<file path="config.mk">
export PLATFORM = sky130hd
export DESIGN_NAME = lenet5_frame_sched
export DESIGN_NICKNAME = d
export VERILOG_FILES = /design/src/rtl/lenet5_pkg.sv /design/src/rtl/lenet5_pix_skid2.sv /design/src/rtl/lenet5_frame_sched.sv
export SDC_FILE = /design/constraint.sdc
export NUM_CORES = 1
export LEC_CHECK = 0
export CAP_MARGIN = 20
export CORE_MARGIN = 2
export CORE_UTILIZATION = 42
export DETAILED_ROUTE_END_ITERATION = 12
export PLACE_DENSITY_LB_ADDON = 0.1
export SETUP_SLACK_MARGIN = 0.05
export SYNTH_ARGS = -nofsm -noshare
export SYNTH_HDL_FRONTEND = slang
export SYNTH_SLANG_ARGS = --single-unit
</file>
<file path="constraint.sdc">
create_clock -name clk -period 5.13 [get_ports clk]
set_input_delay 1.026 -clock clk [delete_from_list [all_inputs] [get_ports clk]]
set_output_delay 1.026 -clock clk [all_outputs]
set_load 0.05 [all_outputs]
</file>
<file path="src/rtl/lenet5_pkg.sv">
// lenet5_pkg: shared FSM encoding and constants for the LeNet-5 frame scheduler
package lenet5_pkg;
  typedef enum logic [2:0] {IDLE, STREAM, WAIT, REPORT, DONE} state_e;
  localparam int IMG_PIX_DEFAULT = 1024;
  localparam logic [3:0] TIMEOUT_DIGIT = 4'hF;
endpackage

</file>
<file path="src/rtl/lenet5_pix_skid2.sv">
// lenet5_pix_skid2: two-entry pixel buffer between memory read return and core input
module lenet5_pix_skid2 #(
  parameter int W = 8
) (
  input  logic         clk,
  input  logic         rst_n,
  input  logic         flush,
  input  logic         push,
  input  logic [W-1:0] push_data,
  input  logic         pop,
  output logic [1:0]   count,
  output logic [W-1:0] head
);
  logic [1:0] cnt_q, cnt_d, kept;
  logic [W-1:0] e0_q, e0_d, e1_q, e1_d;
  logic popv;
  always_comb begin
    popv = pop && cnt_q != 2'd0;
    kept = cnt_q - {1'b0, popv};
    e0_d = (push && kept == 2'd0) ? push_data : popv ? e1_q : e0_q;
    e1_d = (push && kept != 2'd0) ? push_data : e1_q;
    cnt_d = flush ? 2'd0 : kept + {1'b0, push};
  end
  always_ff @(posedge clk or negedge rst_n) begin
    if (!rst_n) begin
      cnt_q <= 2'd0;
      e0_q <= '0;
      e1_q <= '0;
    end else begin
      cnt_q <= cnt_d;
      e0_q <= e0_d;
      e1_q <= e1_d;
    end
  end
  assign count = cnt_q;
  assign head = e0_q;
endmodule

</file>
<file path="src/rtl/lenet5_frame_sched.sv">
// lenet5_frame_sched: streams pixel frames from memory into the LeNet-5 core and reports one digit per frame
module lenet5_frame_sched import lenet5_pkg::*; #(
  parameter int PIX_BITS = 8,
  parameter int IMG_PIX = IMG_PIX_DEFAULT,
  parameter int ADDR_W = 20,
  parameter int TIMEOUT_CYC = 2000000
) (
  input  logic                       clk,
  input  logic                       rst_n,
  input  logic                       start,
  input  logic                       abort,
  input  logic [15:0]                num_frames,
  input  logic [ADDR_W-1:0]          base_addr,
  output logic                       mem_rd_en,
  output logic [ADDR_W-1:0]          mem_addr,
  input  logic signed [PIX_BITS-1:0] mem_rd_data,
  output logic                       core_in_valid,
  output logic signed [PIX_BITS-1:0] core_in_pix,
  input  logic                       core_in_ready,
  input  logic                       core_pred_valid,
  input  logic [3:0]                 core_pred_digit,
  output logic                       res_valid,
  output logic [15:0]                res_frame,
  output logic [3:0]                 res_digit,
  output logic                       busy,
  output logic                       done,
  output logic                       timeout_err
);
  localparam int CW = $clog2(IMG_PIX + 1);
  localparam logic [CW-1:0] PIX_LAST = CW'(IMG_PIX - 1);
  localparam logic [CW-1:0] PIX_ALL = CW'(IMG_PIX);
  localparam logic [31:0] WAIT_LAST = 32'(TIMEOUT_CYC - 1);
  state_e state_q, state_d;
  logic [15:0] nframes_q, nframes_d, frame_q, frame_d;
  logic [ADDR_W-1:0] addr_q, addr_d;
  logic [CW-1:0] issued_q, issued_d, acc_q, acc_d;
  logic [31:0] wait_q, wait_d;
  logic [3:0] digit_q, digit_d;
  logic tmo_q, tmo_d, out_q, out_d;
  logic [1:0] cnt;
  logic [2:0] occ;
  logic pop, rd, flush;
  lenet5_pix_skid2 #(.W(PIX_BITS)) u_skid (
    .clk(clk),
    .rst_n(rst_n),
    .flush(flush),
    .push(out_q),
    .push_data(mem_rd_data),
    .pop(pop),
    .count(cnt),
    .head(core_in_pix)
  );
  // occupancy counts buffered pixels plus the read in flight, net of this cycle's pop
  always_comb begin
    pop = cnt != 2'd0 && core_in_ready;
    occ = 3'(cnt) + 3'(out_q) - 3'(pop);
    flush = abort && state_q != IDLE;
    rd = state_q == STREAM && !abort && occ < 3'd2 && issued_q != PIX_ALL;
    state_d = state_q;
    nframes_d = nframes_q;
    frame_d = frame_q;
    addr_d = addr_q + ADDR_W'(rd);
    issued_d = issued_q + CW'(rd);
    acc_d = acc_q + CW'(pop);
    wait_d = wait_q;
    digit_d = digit_q;
    tmo_d = tmo_q;
    out_d = rd;
    if (flush) state_d = IDLE;
    else case (state_q)
      IDLE: if (start) begin
        if (num_frames == 16'd0) state_d = DONE;
        else begin
          state_d = STREAM;
          nframes_d = num_frames;
          frame_d = 16'd0;
          addr_d = base_addr;
          issued_d = '0;
          acc_d = '0;
          tmo_d = 1'b0;
        end
      end
      STREAM: if (pop && acc_q == PIX_LAST) begin
        state_d = WAIT;
        wait_d = 32'd0;
      end
      WAIT: begin
        wait_d = wait_q + 32'd1;
        if (core_pred_valid) begin
          digit_d = core_pred_digit;
          state_d = REPORT;
        end else if (wait_q == WAIT_LAST) begin
          digit_d = TIMEOUT_DIGIT;
          tmo_d = 1'b1;
          state_d = REPORT;
        end
      end
      REPORT: if (frame_q == nframes_q - 16'd1) state_d = DONE;
      else begin
        frame_d = frame_q + 16'd1;
        issued_d = '0;
        acc_d = '0;
        state_d = STREAM;
      end
      default: state_d = IDLE;
    endcase
  end
  always_ff @(posedge clk or negedge rst_n) begin
    if (!rst_n) begin
      state_q <= IDLE;
      nframes_q <= 16'd0;
      frame_q <= 16'd0;
      addr_q <= '0;
      issued_q <= '0;
      acc_q <= '0;
      wait_q <= 32'd0;
      digit_q <= 4'd0;
      tmo_q <= 1'b0;
      out_q <= 1'b0;
    end else begin
      state_q <= state_d;
      nframes_q <= nframes_d;
      frame_q <= frame_d;
      addr_q <= addr_d;
      issued_q <= issued_d;
      acc_q <= acc_d;
      wait_q <= wait_d;
      digit_q <= digit_d;
      tmo_q <= tmo_d;
      out_q <= out_d;
    end
  end
  assign mem_rd_en = rd;
  assign mem_addr = addr_q;
  assign core_in_valid = cnt != 2'd0;
  assign res_valid = state_q == REPORT && !abort;
  assign res_frame = frame_q;
  assign res_digit = digit_q;
  assign busy = state_q == STREAM || state_q == WAIT || state_q == REPORT;
  assign done = state_q == DONE && !abort;
  assign timeout_err = tmo_q;
endmodule

</file>
[Yosys cells after proc, flatten, opt, wreduce, memory -nomap -nowiden]
Cells that the tools add are included.
Word-level totals
  register bits after elaboration: 133
  input bits: 54
  output and inout port bits: 54
  word-level logic and storage cells: 112
Cells by class
  add/sub/neg operators: 10
  magnitude comparators: 1
  eq/ne operators: 17
  multiplexer cells: 38
  bitwise logic cells: 2
  reduce and logical (&&, ||, !) cells: 31
Operator list (number)
  $mux 11: 8
  $mux 20: 4
  $pmux 32 s2: 1
  $mux 16: 3
  $pmux 11 s2: 2
  $add 32x1->32 const B: 1
  $eq 32x21->1 const B: 1
  $mux 32: 1
  $pmux 16 s2: 1
  $add 11x1->11: 2
  $mux 3: 7
  $add 20x1->20: 1
  $add 16x1->16 const B: 1
  $eq 16x16->1: 1
  $logic_not 16->1: 1
  $mux 8: 2
  $sub 16x1->16 const B: 1
  $reduce_bool 2->1: 7
  $ne 2x2->1 const B: 6
  $pmux 3 s4: 1
  $eq 11x10->1 const B: 1
  $logic_and 1x1->1: 11
  $ne 11x11->1 const B: 1
  $reduce_and 3->1: 3
  23 further kinds: 31

[Longest topological paths before layout]
Gate-level depths: netlist of the first run.
  word-level depth: 11
  gate-level depth with buffers: 19
  mapped depth without buffers: 18

[Modules after synthesis]
Synthesis of the first run repeated with hierarchy kept, for this count alone.
Second synthesis, totals
  cell total of the unflattened synthesis: 816
  area, all modules: 7413.4 um2
By module, submodules not included
  lenet5_frame_sched: instances 1, cells an instance 744, area an instance 6610.1 um2
  lenet5_pix_skid2: instances 1, cells an instance 72, area an instance 803.3 um2

[Least setup slack after synthesis of the first run]
No wires, ideal clock.
  path type: in2reg
  from: input core_in_ready
  to: register addr_q[17], in the netlist mem_addr[17]
  library setup time: 133 ps
  data arrival time: 4766 ps
  required time: 4997 ps
  path slack: 231 ps
  cell stages on the path: 19
  buffers on the path: 1
  cell sequence: o21ai_0 clkbuf_1 inv_1 ha_1 inv_1 nand2_1 fa_1 xnor2_1 nand3_1 nor2_1 ha_1 nand3_1 nor2_1 and3_1 nor2b_1 nand2_1 nor2_1 xnor2_1 o21ai_0
On the way
  cells in the longest elaborated chain, start to end: 10
RTL lines
  start, declared: line lenet5_frame_sched.sv:19  | input logic core_in_ready,
  $logic_and 1x1->1 *: line lenet5_frame_sched.sv:55  | pop = cnt != 2'd0 && core_in_ready;
  $sub 3x1->3 *: line lenet5_frame_sched.sv:56  | occ = 3'(cnt) + 3'(out_q) - 3'(pop);
  $lt 3x2->1 *: line lenet5_frame_sched.sv:58  | rd = state_q == STREAM && !abort && occ < 3'd2 && issued_q != PIX_ALL;
  $logic_and 1x1->1 * (2 in a row): line lenet5_frame_sched.sv:58
  via mem_rd_en: line lenet5_frame_sched.sv:14  | output logic mem_rd_en,
  $add 20x1->20 *: line lenet5_frame_sched.sv:62  | addr_d = addr_q + ADDR_W'(rd);
  $mux 20: line lenet5_frame_sched.sv:72  | if (num_frames == 16'd0) state_d = DONE;
  $mux 20: line lenet5_frame_sched.sv:71  | IDLE: if (start) begin
  $mux 20: line lenet5_frame_sched.sv:70  | else case (state_q)
  $mux 20 *: line lenet5_frame_sched.sv:69  | if (flush) state_d = IDLE;
  via addr_d[17]: line lenet5_frame_sched.sv:35  | logic [ADDR_W-1:0] addr_q, addr_d;
  end signal, assigned: line lenet5_frame_sched.sv:124  | addr_q <= addr_d;
  end, declared: line lenet5_frame_sched.sv:35
Mark *: on every way through the listed nets, which the timed path passes. The rest lies on a longest branch.
A chain may end at the register's enable or synchronous reset.

[Worst setup path after layout of the first run]
  from: input core_in_ready
  to: output mem_rd_en
On the way
  cells in the longest elaborated chain, start to end: 5
RTL lines (line)
  $logic_and 1x1->1: lenet5_frame_sched.sv:55
  $sub 3x1->3: lenet5_frame_sched.sv:56
  $lt 3x2->1: lenet5_frame_sched.sv:58
  $logic_and 1x1->1 (2 in a row): lenet5_frame_sched.sv:58
  end, declared: lenet5_frame_sched.sv:14
No other way between the ends.

==> flow_summary.yaml, run 1 <==
status:
  status: "finished clean"
critical_path:
  crit_arrival_ps: 3270
  start_kind: "primary input"
  critPathMaxFanout: 3
  ff2ff_path_depth: 18
  cpPeakStageDelay_ps: 410
  path_class: "primary input to output pin"
  r2r-start: "u_skid.count[1]"
  cp_num_buf_inv: 5
  cp_slowest_cell: "clkdlybuf4s50_1"
  critPathLaunch: "core_in_ready"
  endpoint_kind: "output pin"
  crit_chain: "clkdlybuf4s50_1, o21ai_0, inv_1, ha_1, inv_1, nand2_1, fa_1, xnor2_1, nand3_1, nor2_1, buf_4, buf_12"
  worstPathRequired_ps: 4100
  path_delay_family: "buffers and inverters"
  worst-path-stages: 12
  cp_common_cell: "inv_1"
yosys:
  async_flop_share_pct: 100.0
  syn_inst: 786
  synth_top_area_share_pct: 47.17
  synth_fp_nets: 853
  yosysWarnings: 0
  syn_area_per_cell_um2: 8.976
  ys_ff_latch: 133
  yosys-top-cells-area: "dfrtp_1 (47%), nand2_1 (7.3%), xor2_1 (5.3%)"
  synthesis.area_mm2: 0.007056
  ys_types: 55
  yosys.area.top_type: "dfrtp_1"
  synth_ff_type: "dfrtp_1"
  synth-edff-count: 0
  yosysSeqAreaShare_pct: 47.17
place:
  gp_congestion: 0.8401
  dp_slack_ps: 483.9
  portBuffers: 107
  dp_hpwl_um: 11910
  placed_cells: 1088
sta:
  grt_setup_unrepaired: "false"
  max_slew.worst_pin.slew_ps: 991.7
  hold_viol_final: 0
  slew_headroom_pct: 33.28
  final.setup.tns_ps: 0
  finalSetupViolations: 0
  fin_crit_ps: 4295
  max_freq_mhz: 232.8
  layout_setup_ws_ps: 835.3
  drv_slew: 0
  fin_crit_sh_pct: 83.72
  clock_skew_ps: 6.675
finish:
  seq_area_mm2: 0.003328
  nets: 954
  drive_gt1_share_pct: 6.563
  instances_no_fill: 1119
  fillCellCount: 1481
  num_antenna_cells: 0
  multiInputGateArea_mm2: 0.003515
  syn_to_final_growth_pct: 27.08
power:
  power_mw: 4.349
  ir_drop_uv: 279.4
  p_per_area_mw_per_mm2: 485.1
  p_leak_nw: 3.849
routing:
  remaining_drc_errors: 0
  vias: 6017
  routed.top_layer: "met4"
  drt-total-wl_um: 16940
  first_iter_violations: 395
  wl_met2_um: 8077
  drt_pass1_iterations: 5
  met1Wirelength_um: 7831
  wl_per_cell_um: 15.14
  antenna_left: 0
  vias_per_cell: 5.377
  wl_met3_um: 737
clock_network:
  post_cts_resize_count: 0
  cts_root_buffer: "clkbuf_16"
  clock_path_buffers: 2
  clock_latency_ps: 420
  post_cts_buffers: 0
  path_clk_slew_ps: 50
  cts-hold-fix-buffers: 0
  cts_tree: "done"
  cts.sinks: 133
  htree_levels: 4
  numCtsBuffers: 17
grt:
  grt_max_degree: 95
  grt_antenna_before_repair: 0
  grt-ovfl-total: 0
  grt_use_total_pct: 19.70
  first_global_vias: 5806
  grt_pass1_wl_um: 28290
die:
  core_mm2: 0.01652
  die_h_um: 133.6
  ioPinCount: 108
  placementRows: 47
  die_area_mm2: 0.01785
  start_util_pct: 42.70
  die_x_um: 133.6
hold_path:
  hold_start: "res_digit[0]"
  min_path_cells: 1
  hold_class: "register to register"
job:
  maxCapViolations: 0
-- Yosys cell counts, types with 13 or more instances --
master,n
inv_1,17
clkbuf_1,27
xor2_1,43
nor2_1,79
nor4_1,17
a31oi_1,13
nand3_1,40
nand2_1,137
dfrtp_1,133
o21ai_0,57
xnor2_1,27
and3_1,17
a21oi_1,23
nand4_1,18
-- path summary, 6_finish.rpt --
kind	endpoint	slack, ps
max in group asynchronous	wait_q[22]	3340
hold reg to reg	res_digit[0]	490
setup reg to reg	mem_addr[17]	1310
setup / recovery	mem_rd_en	840
min in group asynchronous	mem_addr[12]	700
hold / removal	res_digit[0]	490
-- cells in the final DEF, fill, tap and decap left out, drive strengths merged, types with 3 or more instances in the layout --
cell | netlist | routed
clkbuf | 27 | 22
nor3 | 12 | 12
o31ai | 12 | 12
nor2 | 79 | 79
nor4b | 6 | 6
nand3 | 40 | 40
nand2b | 7 | 7
dfrtp | 133 | 133
clkdlybuf4s50 | 0 | 105
clkinv | 1 | 5
a21o | 3 | 3
or4 | 7 | 7
buf | 5 | 9
nand4 | 18 | 18
o21ai | 58 | 58
and4 | 6 | 6
nor4 | 17 | 17
a31oi | 13 | 13
and3 | 17 | 17
nor2b | 5 | 5
bufinv | 0 | 4
xnor2 | 27 | 27
a21oi | 23 | 23
inv | 18 | 18
xor2 | 43 | 43
or3 | 12 | 12
nand2 | 137 | 137
and2 | 5 | 5
ha | 12 | 12
o22a | 6 | 6
mux2i | 3 | 3
mux2 | 8 | 8
-- registers in the layout, summed over array words and instances, names as in the netlist --
signal        count
acc_q            11
issued_q         11
mem_addr         20
nframes_q        16
out_q             1
res_digit         4
res_frame        16
state_q           3
timeout_err       1
u_skid.count      2
u_skid.e1_q       8
u_skid.head       8
wait_q           32
-- through the flow --
stage | hold slack (ps) | util (%) | instance area [um2]
5_1_grt | 528.2 | 54.26 | 8966
2_1_floorplan | 462.8 | - | 7056
3_3_place_gp | 477.7 | 50.37 | 8324
6_report | 492.6 | 54.26 | 8966
4_1_cts | 499.9 | 54.26 | 8966
3_5_place_dp | 482.4 | 50.37 | 8324
-- cell families (layout without fill, tap and decap cells) --
group	Yosys count	in the layout	synth area share, %
xor gates and xnor gates	70	70	8.690
AOI/OAI and AO/OA	129	129	10.91
and+or+nand+nor	379	379	26.09
muxes	11	11	1.702
DFF	133	133	47.17
buffers and inverters	51	164	3.032
adders and majority gates	13	13	2.412
-- metal layers --
metal  vias up  GRT usage, %
met4         0         7.447
met1      2907         26.29
met3        26         4.148
met2       131         31.70
met5         -             0
li1       2953             -
-- report_power, final --
group | total, mW | switching, mW | internal [mW] | leakage (nW)
Clock | 1.32 | 0.444 | 0.872 | 0.318
Combinational | 1.51 | 0.929 | 0.582 | 1.80
Sequential | 1.52 | 0.246 | 1.28 | 1.73
Total | 4.35 | 1.62 | 2.73 | 3.85
-- area by class of cell --
| cell class | count | share of cell area (%) |
|---|---|---|
| multi-input combinational | 602 | 39.20 |
| sequential | 133 | 37.12 |
| timing repair buffer | 114 | 12.66 |
| clock buffer | 22 | 5.512 |
| tap | 220 | 3.070 |
| clock inverter | 9 | 1.647 |
| inverter | 19 | 0.7954 |
Power figures use the tool's default switching activity.
==> run 2, diff against run 1 <==
==> constraint.sdc (replaced) <==
create_clock -name clk -period 3.9 [get_ports clk]
set_input_delay 0.78 -clock clk [delete_from_list [all_inputs] [get_ports clk]]
set_output_delay 0.78 -clock clk [all_outputs]
set_load 0.05 [all_outputs]
==> run 2 against run 1 <==
- register-to-register slack worse by 870 ps
- worst setup slack worse by 620 ps
- power is 25% higher
- utilization is 0.16 points higher
- sequential power is 33% higher
- cell count is 1.3% higher
- clock power is 8% higher
- count of clock-buffer cells in the layout is 3 higher
- critical endpoint unchanged
- largest cell class unchanged
- largest power group unchanged
- highest routed layer unchanged
==> flow_summary.yaml, run 2 (same netlist as run 1, synthesis figures left out) <==
sta:
  final.setup.tns_ps: 0
  clock_skew_ps: 11.50
  max_slew.worst_pin.slew_ps: 704.4
  grt_setup_unrepaired: "false"
  fin_hold_ws_ps: 403.5
  hold_viol_final: 0
  fin_crit_sh_pct: 94.53
  fin_crit_ps: 3687
  finalSetupViolations: 0
  layout_setup_ws_ps: 213.2
  drv_slew: 0
  slew_headroom_pct: 52.38
  max_freq_mhz: 271.2
routing:
  vias_per_cell: 5.337
  vias: 6047
  drt_pass1_iterations: 5
  antenna_left: 0
  wl_per_cell_um: 15.17
  first_iter_violations: 365
  remaining_drc_errors: 0
  drt-total-wl_um: 17190
clock_network:
  post_cts_buffers: 0
  cts-hold-fix-buffers: 0
  post_cts_resize_count: 0
  path_clk_slew_ps: 50
  cts_tree: "done"
  cts_root_buffer: "clkbuf_16"
  clock_path_buffers: 2
  htree_levels: 4
  numCtsBuffers: 17
  cts.sinks: 133
  clock_latency_ps: 420
grt:
  first_global_vias: 5801
  grt_max_degree: 69
  grt-ovfl-total: 0
  grt_use_total_pct: 20.23
  grt_pass1_wl_um: 29150
  grt_antenna_before_repair: 0
place:
  dp_slack_ps: -86.14
  dp_hpwl_um: 12370
  gp_congestion: 0.8388
  portBuffers: 107
finish:
  nets: 969
  multiInputGateArea_mm2: 0.003556
  fin_util_pct: 54.42
  drive_gt1_share_pct: 8.434
  largest_reg_flops: 32
  syn_to_final_growth_pct: 27.45
  final_common_cell: "nand2_1"
  fillCellCount: 1475
  final_cell_mix: "nand2_1 (137), dfrtp_1 (133), clkdlybuf4s50_1 (104)"
  num_antenna_cells: 0
  largest_register: "wait_q"
  seq_area_mm2: 0.003328
critical_path:
  path_class: "primary input to output pin"
  cp_common_cell: "inv_1"
  crit_chain: "clkdlybuf4s50_1, o21ai_2, inv_1, ha_1, inv_1, nand2_1, fa_1, xnor2_1, nand3_1, nor2_4, buf_4, buf_12"
  start_kind: "primary input"
  worstPathRequired_ps: 3120
  cp_slowest_cell: "clkdlybuf4s50_1"
  endpoint_kind: "output pin"
  critPathMaxFanout: 3
  cpPeakStageDelay_ps: 430
  crit_arrival_ps: 2910
die:
  ioPinCount: 108
  start_util_pct: 42.70
  core_mm2: 0.01652
  die_h_um: 133.6
  die_area_mm2: 0.01785
  die_x_um: 133.6
  placementRows: 47
status:
  status: "finished clean"
power:
  ir_drop_uv: 434.6
  power_mw: 5.457
  p_per_area_mw_per_mm2: 606.9
  p_leak_nw: 3.873
job:
  maxCapViolations: 0
hold_path:
  hold_class: "primary input to async pin"
-- run 2: cell count changes in the layout (fill, tap and decap cells not counted), moves of 2 or more --
cell       before  now
nor2_2          0    2
clkbuf_1        0    4
nor2_1         79   76
buf_4           7   24
bufinv_16       4    0
-- run 2: worst paths after layout --
path	from	end	slack, ps	cells past startpoint
worst min-delay path	rst_n	res_frame[2]	400	1
worst max register to register	nframes_q[0]	res_frame[4]	440	11
min in group clk	res_digit[0]	res_digit[0]	490	1
max in group asynchronous	rst_n	mem_addr[0]	2630	2
worst max-delay path	core_in_ready	mem_rd_en	210	12
worst min register to register	res_digit[0]	res_digit[0]	490	1
-- run 2: cell type report --
class	count	share of cell area [%]
inverter	19	0.7931
clock inverter	5	0.2783
timing repair buffer	129	13.80
clock buffer	25	5.510
sequential	133	37.01
tap	220	3.061
multi-input combinational	602	39.54
-- run 2: power by group --
group	internal (mW)	switching, mW
Clock	0.866	0.559
Sequential	1.68	0.339
Combinational	0.782	1.23
-- run 2: through the flow --
step                      cell area [um2]  instances
after floorplan                      7107        786
after global placement               8472       1103
after detailed placement             8472       1103
after CTS                            8992       1133
after global routing                 8992       1133
final                                8992       1133
-- run 2: metal layers --
metal | vias up | track usage, % | part of all wire, %
met4 | 0 | 6.501 | 1.4
met2 | 109 | 31.67 | 46
met3 | 14 | 4.718 | 4.2
met5 | - | 0 | 0
li1 | 2974 | - | -
met1 | 2950 | 27.91 | 48
-- run 2: critical path, delay by kind of cell --
kind,cells,cell delay (ps)
AND/OR/NAND/NOR,3,330
adder cells (fa/ha/maj),2,700
XOR/XNOR,1,170
AO/OA/AOI/OAI,1,70
buffers and inverters,5,860
==> run 3, diff against run 2 <==
--- a/config.mk
+++ b/config.mk
@@ -9,8 +9,10 @@
 export CORE_MARGIN = 2
 export CORE_UTILIZATION = 42
 export DETAILED_ROUTE_END_ITERATION = 12
+export MAX_ROUTING_LAYER = met4
 export PLACE_DENSITY_LB_ADDON = 0.1
 export SETUP_SLACK_MARGIN = 0.05
+export SKIP_LAST_GASP = 1
 export SYNTH_ARGS = -nofsm -noshare
 export SYNTH_HDL_FRONTEND = slang
 export SYNTH_SLANG_ARGS = --single-unit
==> run 3 against run 2 <==
- flip-flop and latch count stayed put
- largest power group unchanged
- global-route usage rose by 0.63 points
- utilization unchanged
- worst setup slack better by 2.7 ps
- design area unchanged
==> flow_summary.yaml, run 3 (same netlist as run 1, synthesis figures left out) <==
sta:
  fin_crit_sh_pct: 94.46
  max_freq_mhz: 271.4
  hold_viol_final: 0
  drv_slew: 0
  layout_setup_ws_ps: 215.9
  slew_headroom_pct: 53.30
  fin_crit_ps: 3684
  grt_setup_unrepaired: "false"
  finalSetupViolations: 0
  fin_hold_ws_ps: 402.5
  max_slew.worst_pin.slew_ps: 690.8
  clock_skew_ps: 11.66
clock_network:
  cts.sinks: 133
  clock_path_buffers: 2
  cts_tree: "done"
  cts-hold-fix-buffers: 0
  clock_latency_ps: 420
  post_cts_resize_count: 0
  numCtsBuffers: 17
  htree_levels: 4
  path_clk_slew_ps: 50
  cts_root_buffer: "clkbuf_16"
  post_cts_buffers: 0
place:
  placed_area_mm2: 0.008472
  portBuffers: 107
  dp_hpwl_um: 12370
  gp_congestion: 0.8518
  dp_slack_ps: -86.14
  placed_cells: 1103
routing:
  drt-total-wl_um: 17250
  remaining_drc_errors: 0
  first_iter_violations: 338
  antenna_left: 0
  wl_per_cell_um: 15.23
  drt_pass1_iterations: 5
  vias_per_cell: 5.361
  vias: 6074
critical_path:
  cp_slowest_cell: "clkdlybuf4s50_1"
  worstPathRequired_ps: 3120
  cpPeakStageDelay_ps: 420
  endpoint_kind: "output pin"
  path_delay_family: "buffers and inverters"
  crit_arrival_ps: 2900
  path_class: "primary input to output pin"
  crit_chain: "clkdlybuf4s50_1, o21ai_2, inv_1, ha_1, inv_1, nand2_1, fa_1, xnor2_1, nand3_1, nor2_4, buf_4, buf_12"
  cp_num_buf_inv: 5
  critPathMaxFanout: 3
  start_kind: "primary input"
  cp_common_cell: "inv_1"
die:
  ioPinCount: 108
  core_mm2: 0.01652
  die_x_um: 133.6
  placementRows: 47
  start_util_pct: 42.70
  die_area_mm2: 0.01785
  die_h_um: 133.6
grt:
  grt_pass1_wl_um: 29170
  first_global_vias: 5793
  grt_antenna_before_repair: 0
  grt-ovfl-total: 0
  grt_use_total_pct: 20.86
  grt_max_degree: 69
finish:
  drive_gt1_share_pct: 8.434
  nets: 969
  syn_to_final_growth_pct: 27.45
  final_common_cell: "nand2_1"
  fillCellCount: 1475
  fin_util_pct: 54.42
  final_area_mm2: 0.008992
  final_cell_mix: "nand2_1 (137), dfrtp_1 (133), clkdlybuf4s50_1 (104)"
  largest_register: "wait_q"
  largest_reg_flops: 32
  instances_no_fill: 1133
  num_antenna_cells: 0
power:
  ir_drop_uv: 433.6
  p_leak_nw: 3.873
  p_per_area_mw_per_mm2: 606.9
hold_path:
  hold_class: "primary input to async pin"
status:
  status: "finished clean"
job:
  maxCapViolations: 0
-- run 3: cell counts in the layout (fill, tap and decap cells not counted) --
No cell type changed its count.
-- run 3: layout make-up --
| type | count | area, um2 | share of cell area (%) |
|---|---|---|---|
| multi-input combinational | 602 | 3556 | 39.54 |
| clock buffer | 25 | 495.5 | 5.510 |
| tap | 220 | 275.3 | 3.061 |
| inverter | 19 | 71.32 | 0.7931 |
| timing repair buffer | 129 | 1241 | 13.80 |
| sequential | 133 | 3328 | 37.01 |
| clock inverter | 5 | 25.02 | 0.2783 |
-- run 3: final timing paths --
kind	start	end	slack [ps]	cells after the start
max in group asynchronous	rst_n	mem_addr[0]	2630	2
hold reg to reg	res_digit[0]	res_digit[0]	490	1
hold / removal	rst_n	res_frame[2]	400	1
setup / recovery	core_in_ready	mem_rd_en	220	12
min in group clk	res_digit[0]	res_digit[0]	490	1
setup reg to reg	nframes_q[0]	res_frame[4]	440	11
-- run 3: routing by layer --
metal | share of wire [%] | global-route usage, % | wire [um] | up-vias
met2 | 46 | 31.59 | 8022 | 124
met5 | 0 | - | 0 | -
met1 | 48 | 28.13 | 8227 | 2961
li1 | - | - | - | 2975
met4 | 1.4 | 6.501 | 250 | 0
met3 | 4.4 | 4.566 | 753 | 14
-- run 3: through the flow --
stage	setup TNS (ps)	total power, mW
finish	0	5.458
global route	0	5.783
CTS	0	5.507
detailed placement	-299.4	4.051
global placement	0	4.012
floorplan	0	3.383
-- run 3: worst reg2reg max path: stages, from the launching register on --
cell       delay, ps
dfrtp_1          430
inv_1            100
ha_1             230
or4b_2           630
a2111oi_0        400
a31oi_1           80
o21ai_1          220
and4_4           270
a21o_1           520
buf_4            270
or3_1            120
a21oi_1           60
-- run 3: report_power, final --
part	switching (mW)	leakage [nW]	internal (mW)	total [mW]
Clock	0.560	0.263	0.866	1.43
Sequential	0.338	1.73	1.68	2.02
Combinational	1.23	1.88	0.782	2.01
Total	2.13	3.87	3.33	5.46
